**config.mk**
```make
export PLATFORM = sky130hd
export DESIGN_NAME = spi_ram_port_arbiter
export DESIGN_NICKNAME = d
export VERILOG_FILES = /design/src/rtl/spi_ram_port_arbiter.sv
export SDC_FILE = /design/constraint.sdc
export NUM_CORES = 1
export LEC_CHECK = 0
export ABC_AREA = 1
export CORE_MARGIN = 4
export CORE_UTILIZATION = 45
export CTS_CLUSTER_SIZE = 24
export DETAILED_ROUTE_END_ITERATION = 6
export PLACE_DENSITY = 0.86
export SYNTH_ARGS = -nofsm -noshare
export SYNTH_HDL_FRONTEND = slang
export SYNTH_SLANG_ARGS = --single-unit
export TNS_END_PERCENT = 100
```
**constraint.sdc**
```tcl
create_clock -name SCK -period 1.6 [get_ports SCK]
set_input_delay 0.32 -clock SCK [delete_from_list [all_inputs] [get_ports SCK]]
set_output_delay 0.32 -clock SCK [all_outputs]
set_load 0.01 [all_outputs]
```
**src/rtl/spi_ram_port_arbiter.sv**
```systemverilog
// Single-port arbiter for the SPI slave's sample RAM: it serves single-beat host reads and writes,
// runs auto-incrementing sample bursts, and drives the STATUS byte. Everything runs on SCK.
module spi_ram_port_arbiter #(
    parameter int AW = 8,
    parameter int DW = 8
) (
    input  logic          SCK,
    input  logic          reset,
    input  logic          host_wr_req,
    input  logic          host_rd_req,
    input  logic [AW-1:0] host_addr,
    input  logic [DW-1:0] host_wdata,
    output logic          host_ack,
    output logic [DW-1:0] host_rdata,
    output logic          host_rvalid,
    input  logic          smp_start,
    input  logic [AW-1:0] smp_base,
    input  logic [AW-1:0] smp_count,
    input  logic [DW-1:0] ext_data,
    output logic          smp_done,
    output logic [7:0]    status,
    output logic          mem_en,
    output logic          mem_we,
    output logic [AW-1:0] mem_addr,
    output logic [DW-1:0] mem_wdata,
    input  logic [DW-1:0] mem_rdata
);

    typedef enum logic [2:0] {IDLE, HOST_WR, HOST_RD, RD_WAIT, SAMPLE} state_t;

    localparam logic [AW-1:0] ADDR_MAX = '1;
    localparam logic [AW-1:0] ONE      = AW'(1);

    state_t        state_q, state_d;
    logic [AW-1:0] ptr_q, ptr_d, rem_q, rem_d;
    logic          pend_q, pend_d;
    logic [AW-1:0] pend_base_q, pend_base_d, pend_count_q, pend_count_d;
    logic          busy_q, busy_d, wrap_q, wrap_d, err_q, err_d;
    logic [7:0]    status_q, status_d;
    logic          host_ack_q, host_ack_d, host_rvalid_q, host_rvalid_d, smp_done_q, smp_done_d;
    logic [DW-1:0] host_rdata_q, host_rdata_d;
    logic          mem_en_q, mem_en_d, mem_we_q, mem_we_d;
    logic [AW-1:0] mem_addr_q, mem_addr_d;
    logic [DW-1:0] mem_wdata_q, mem_wdata_d;
    logic          start_err;

    always_comb begin
        // NOTE: every *_d gets a default before the case so no path can infer a latch.
        state_d       = state_q;
        ptr_d         = ptr_q;
        rem_d         = rem_q;
        pend_d        = pend_q;
        pend_base_d   = pend_base_q;
        pend_count_d  = pend_count_q;
        busy_d        = busy_q;
        wrap_d        = wrap_q;
        err_d         = err_q;
        host_rdata_d  = host_rdata_q;
        mem_addr_d    = mem_addr_q;
        mem_wdata_d   = mem_wdata_q;
        host_ack_d    = 1'b0;
        host_rvalid_d = 1'b0;
        smp_done_d    = 1'b0;
        mem_en_d      = 1'b0;
        mem_we_d      = 1'b0;

        start_err = smp_start && (busy_q || pend_q);
        if (smp_start && !busy_q && !pend_q) begin
            pend_d       = 1'b1;
            pend_base_d  = smp_base;
            pend_count_d = smp_count;
        end

        case (state_q)
            IDLE: begin
                if (host_wr_req) begin
                    state_d     = HOST_WR;
                    mem_en_d    = 1'b1;
                    mem_we_d    = 1'b1;
                    mem_addr_d  = host_addr;
                    mem_wdata_d = host_wdata;
                    host_ack_d  = 1'b1;
                end else if (host_rd_req) begin
                    state_d    = HOST_RD;
                    mem_en_d   = 1'b1;
                    mem_addr_d = host_addr;
                end else if (pend_q) begin
                    pend_d = 1'b0;
                    if (pend_count_q == '0) begin
                        smp_done_d = 1'b1;
                    end else begin
                        // The first beat issues on the accept edge so BUSY spans exactly count cycles.
                        state_d     = SAMPLE;
                        busy_d      = 1'b1;
                        err_d       = 1'b0;
                        wrap_d      = (pend_base_q == ADDR_MAX) && (pend_count_q > ONE);
                        mem_en_d    = 1'b1;
                        mem_we_d    = 1'b1;
                        mem_addr_d  = pend_base_q;
                        mem_wdata_d = ext_data;
                        ptr_d       = pend_base_q + ONE;
                        rem_d       = pend_count_q - ONE;
                    end
                end
            end
            HOST_WR: state_d = IDLE;
            HOST_RD: state_d = RD_WAIT;
            RD_WAIT: begin
                state_d       = IDLE;
                host_rdata_d  = mem_rdata;
                host_rvalid_d = 1'b1;
                host_ack_d    = 1'b1;
            end
            SAMPLE: begin
                if (rem_q != '0) begin
                    mem_en_d    = 1'b1;
                    mem_we_d    = 1'b1;
                    mem_addr_d  = ptr_q;
                    mem_wdata_d = ext_data;
                    ptr_d       = ptr_q + ONE;
                    rem_d       = rem_q - ONE;
                    if ((ptr_q == ADDR_MAX) && (rem_q > ONE)) wrap_d = 1'b1;
                end else begin
                    state_d    = IDLE;
                    busy_d     = 1'b0;
                    smp_done_d = 1'b1;
                end
            end
            default: state_d = IDLE;
        endcase

        // A rejected start must stay visible even on the edge that clears ERR for a new burst.
        if (start_err) err_d = 1'b1;
        status_d = {4'b0000, err_d, wrap_d, busy_d, !busy_d};
    end

    always_ff @(posedge SCK) begin
        if (reset) begin
            state_q       <= IDLE;
            ptr_q         <= '0;
            rem_q         <= '0;
            pend_q        <= 1'b0;
            pend_base_q   <= '0;
            pend_count_q  <= '0;
            busy_q        <= 1'b0;
            wrap_q        <= 1'b0;
            err_q         <= 1'b0;
            status_q      <= 8'h01;
            host_ack_q    <= 1'b0;
            host_rvalid_q <= 1'b0;
            host_rdata_q  <= '0;
            smp_done_q    <= 1'b0;
            mem_en_q      <= 1'b0;
            mem_we_q      <= 1'b0;
            mem_addr_q    <= '0;
            mem_wdata_q   <= '0;
        end else begin
            // NOTE: non-blocking assignments only, so all flops sample pre-edge values together.
            state_q       <= state_d;
            ptr_q         <= ptr_d;
            rem_q         <= rem_d;
            pend_q        <= pend_d;
            pend_base_q   <= pend_base_d;
            pend_count_q  <= pend_count_d;
            busy_q        <= busy_d;
            wrap_q        <= wrap_d;
            err_q         <= err_d;
            status_q      <= status_d;
            host_ack_q    <= host_ack_d;
            host_rvalid_q <= host_rvalid_d;
            host_rdata_q  <= host_rdata_d;
            smp_done_q    <= smp_done_d;
            mem_en_q      <= mem_en_d;
            mem_we_q      <= mem_we_d;
            mem_addr_q    <= mem_addr_d;
            mem_wdata_q   <= mem_wdata_d;
        end
    end

    assign host_ack    = host_ack_q;
    assign host_rvalid = host_rvalid_q;
    assign host_rdata  = host_rdata_q;
    assign smp_done    = smp_done_q;
    assign status      = status_q;
    assign mem_en      = mem_en_q;
    assign mem_we      = mem_we_q;
    assign mem_addr    = mem_addr_q;
    assign mem_wdata   = mem_wdata_q;

endmodule

```
# Word-level counts from Yosys, hierarchy flattened
# Index checks and enable logic that the tools add are counted.
totals:
  input_bits: 53
  reg_bits: 76
  out_inout_bits: 37
  word_cells: 130
classes:
  n_addsub: 4
  mux: 72
  eq_ne: 16
  n_lt_le_gt_ge: 2
  reduce_logical: 17
op_table:
  columns: ["cell", "n"]
  rows:
  - ["$mux 8", 20]
  - ["$pmux 8 s2", 4]
  - ["$mux 1", 36]
  - ["$add 8x1->8 const B", 2]
  - ["$eq 8x8->1 const B", 2]
  - ["$gt 8x1->1 const B", 2]
  - ["$sub 8x1->8 const B", 2]
  - ["$mux 3", 5]
  - ["$ne 2x2->1 const B", 6]
  - ["$pmux 1 s2", 6]
  - ["$ne 3x3->1 const B", 3]
  - ["$pmux 3 s3", 1]
  - ["$logic_not 8->1", 1]
  - ["$ne 4x4->1 const B", 2]
  - ["$reduce_bool 8->1", 1]
  - ["$eq 3x2->1 const B", 2]
  - ["$reduce_and 6->1", 1]
  - ["$logic_and 1x1->1", 5]
  - ["$reduce_and 5->1", 1]
  - ["$reduce_and 4->1", 1]
  - ["$eq 3x3->1 const B", 1]
  - ["$logic_not 1->1", 3]
  - ["$logic_not 3->1", 1]
  - ["$reduce_and 3->1", 1]
  - ["2 further kinds", 2]

# Logic depth before layout (Yosys ltp)
logic_depth:
  depth_word: 8
  depth_mapped: 13
  depth_no_buf: 12

# Worst setup path before layout
# No wires, ideal clock.
synth_timing:
  path_kind: "register to register"
  startpoint: "register state_q[1]"
  endpoint: "register ptr_q[6]"
  setup_time_ns: 0.109
  path_stages_with_launch: 13
  arrival_ns: 1.417
  setup_slack_ns: 0.075
  n_path_buf: 1
  period_less_slack_ns: 1.525
  required_ns: 1.491
  cell_sequence: "dfxtp_1 nor2_2 buf_6 nand3_1 nand2_1 ha_1 nand2_1 nor2_2 nand2_1 nand2_1 nand3_1 nand2_1 inv_1"
synth_via:
  elab_chain_len: 3
  elab_cells_between_ends: 10
  classes_between: "eq/ne: 6; mux: 1; reduce/logical: 3"
synth_rtl:
  columns: ["element", "line", "text"]
  rows:
  - ["start: declaration", "34", "state_t state_q, state_d;"]
  - ["start signal: assignment", "159", "state_q <= state_d;"]
  - ["$eq 3x3->1 / $logic_not 3->1 (equally long branches)", "74", "case (state_q)"]
  - ["$ne 2x2->1 (no source line) / $reduce_bool 2->1 (equally long branches)", null, null]
  - ["$reduce_and 6->1 (no source line)", null, null]
  - ["end signal: assignment", "160", "ptr_q <= ptr_d;"]
  - ["end: declaration", "35", "logic [AW-1:0] ptr_q, ptr_d, rem_q, rem_d;"]
# Several ways; a longest one is shown, not always the timed one.
# A chain may end at the register's enable or synchronous reset.

# Worst setup path in the final report
# Ends and elaborated chain as after synthesis.

==> out/results.txt <==
Synth Area in Adders - 0.0244
Reg2Reg Launch Point - state_q[1]
input/output buffers - 85
Synth top area share - 0.385
CTS clk-pin slew, worst paths - 0.09 ns
largest net degree at the start of global routing - 44
total routed wirelength - 11700 µm
Tot GR Track Use - 0.232
share of cells above drive strength 1 - 0.236
hold buffer count at cts - 0
pwr/cell area - 922 nW/µm²
global-route wire length before repair - 18100 µm
arrival time worst endpoint - 1.92 ns
Hold Path Origin - err_q
Worst Setup SP - state_q[1]
EDFF count, synth - 0
top_reg_cell synth - dfxtp_1
cell taking the most area after synthesis - dfxtp_1
crit-path most repeated cell - nand2_1
post-synthesis mux area share - 0.0251
max-cap violation count - 0
most frequent cell after synthesis - nor2_1
CP Cell Sequence - nor2_4, buf_12, nand3_2, nand2_2, ha_2, nand2_1, nor2_4, nand2_1, nand2_1, nand3_1, nand2_1, inv_1
failing checks - negative setup slack
Top delay family on crit path - simple AND/OR/NAND/NOR gates
Final setup viols - 16
Via density - 5.42
Leak - 0.00252 µW
RePlAce Congestion - 0.876
r2r setup slk - -0.05 ns
Synth area leaders - dfxtp_1, nor2_1, o21ai_0, nand2_1, nand3_1
die width - 97.3 µm
worst path bufs/invs - 2
async set-reset flop share out of synthesis - 0
final hold vios - 0
CTS tree - built
Worst path max stage delay - 0.35 ns
Antenna Cells - 0
initial antenna violation count - 0
final setup TNS - -0.296 ns
critical path fanouts, max - 7
crit path kind - flop to flop
Syn Inst Count - 508
Setup crit end - ptr_q[6]
antenna-violating nets left - 0
FP Rows - 32
Worst Path Required - 1.87 ns
DRT iter0 DRCs - 313
Avg Cell Area, Syn - 7.06 µm²
run status - complete, but fails checks
grt ovf - 0
vias in the first global route - 4045
Skew-Pair Late Insertion Delay - 0.36 ns
Synth Area in XOR/XNOR - 0.0171
# IOs - 90
Flop pwr share - 0.395
Die Span Y - 97.3 µm
synth cell count leaders - nor2_1, nand2_1, o21ai_0
CTS Sinks - 69
Clock power frac - 0.339
critical path's slowest cell - dfxtp_2
Clock Skew - 0.00868 ns
R2R depth - 12
unrepaired setup endpoints after global routing - yes
Worst Setup Slack, final - -0.0479 ns
first-pass iteration count of the detailed router - 6
worst hold path class - flop to flop
Synth warnings - 0
DR vias - 4042
minimum clock period - 1.65 ns
Final HPWL DP - 7890 µm
Combinational Power Share - 0.266
Core Footprint - 7730 µm²
Mapped Area - 3590 µm²
nets - 699
Layout Cells excl Fill - 746
VDD IR max - 680 µV
fraction of the mapped netlist area in simple logic gates - 0.287
Pint - 3410 µW
WL/cell - 15.7 µm
Crit path depth - 12
Sw Pwr - 1570 µW
CTS Buf Count - 9
#FFs+latches synth - 69
crit path launch type - flop
largest family of logic cells by synthesized area - simple AND/OR/NAND/NOR gates
fin. max-slew vios - 0
total die area - 9470 µm²
CTS H-tree depth - 3
complex-gate fraction of the synthesized area - 0.156
RR Endpoint - ptr_q[6]
Remaining DRCs - 0
max frequency - 0.607 GHz
period utilization - 1.03
Seq/Total Area, Yosys - 0.385
Worst setup EP type - flop
initial core utilization - 0.464
clk buf depth - 2
clock root buffer - clkbuf_8
Area Overhead vs Synth - 50.4%
Yosys cell types - 36
sw frac - 0.316
dpl cells - 725
[flip-flops by register name, indices dropped and copies added (netlist names), named ones only]
register,cells
host_rdata,8
mem_addr,8
mem_wdata,8
pend_base_q,8
pend_count_q,8
ptr_q,8
rem_q,8
state_q,3
status,2
err_q,1
host_ack,1
host_rvalid,1
mem_en,1
mem_we,1
pend_q,1
smp_done,1
[worst min-delay path: stages, from the launching register on]
cell and delay [ns]:
dfxtp_1 0.32, nand2_1 0.06, a21oi_1 0.05
[final cells by class]
type	instances	area, µm²
fill	551	2330
multi-input combinational	369	2040
timing repair buffer	143	1420
sequential	69	1390
inverter	47	195
tap	102	128
clock buffer	9	124
clock inverter	7	105
[per-layer routing]
layer / wire (µm) / up-vias / share of wire / GRT usage
li1: - / 1900 / - / -
met1: 4410 / 1889 / 0.38 / 0.252
met2: 6090 / 203 / 0.52 / 0.430
met3: 752 / 50 / 0.064 / 0.0474
met4: 432 / 0 / 0.037 / 0.104
met5: 0 / - / 0 / 0
[cell families after synthesis]
group / count (synthesis)
xor gates and xnor gates: 7
muxes: 8
other: 1
DFF: 69
and+or+nand+nor: 236
adders and majority gates: 7
AOI/OAI and AO/OA: 107
buffers and inverters: 73
[cell usage in the layout, fill, tap and decap left out, types with 4 or more instances in the layout]
cell type,synthesis,layout
a21oi_1,26,25
nor2_2,5,5
o21ai_1,5,9
clkbuf_8,1,9
o21ai_2,1,7
nand4_1,5,5
dfxtp_2,0,5
nand2_1,73,61
conb_1,1,4
clkdlybuf4s50_1,0,67
inv_2,6,4
dfxtp_1,69,64
nor2_4,3,7
nor2_1,105,101
buf_12,0,6
ha_1,7,4
nand3_1,33,23
nand3_2,1,10
buf_4,7,50
nand2_2,4,13
o21ai_0,71,61
dlymetal6s2s_1,0,15
inv_1,39,38
mux2_2,8,8
inv_6,0,4
xor2_1,5,5
[power groups by stage]
| stage | combinational, µW | sequential, µW | clock [µW] |
|---|---|---|---|
| 3_3_place_gp | 1160 | 1990 | 0 |
| 5_1_grt | 1450 | 1980 | 1780 |
| 6_report | 1330 | 1960 | 1690 |
| 2_1_floorplan | 606 | 2010 | 0 |
| 4_1_cts | 1250 | 1950 | 1690 |
| 3_5_place_dp | 1200 | 1990 | 0 |
[timing repair]
action,CTS,global route
setup buffers,2,2
setup endpoints to repair,32,52
resized for setup,24,68
pin swaps,5,15
cloned,0,1
[per-stage QoR]
stage	power [µW]	hold slack [ns]	cell area, µm²	utilization	worst slack (ns)
final	4980	0.465	5400	0.699	-0.0479
after global placement	3150	0.458	4850	0.627	-0.182
after global routing	5210	0.497	5400	0.699	-0.139
after CTS	4890	0.472	5150	0.666	0.00236
after detailed placement	3190	0.459	4850	0.627	-0.280
after floorplan	2610	0.441	3600	-	0.0747
[worst min-delay path by stage]
stage                     slack [ns]     to  cells past startpoint
after floorplan                 0.44  err_q                      2
after global placement          0.46  err_q                      2
after detailed placement        0.46  err_q                      2
after CTS                       0.47  err_q                      2
after global routing            0.50  err_q                      2
final                           0.47  err_q                      2
No activity file was read; power rests on OpenSTA's default activity.
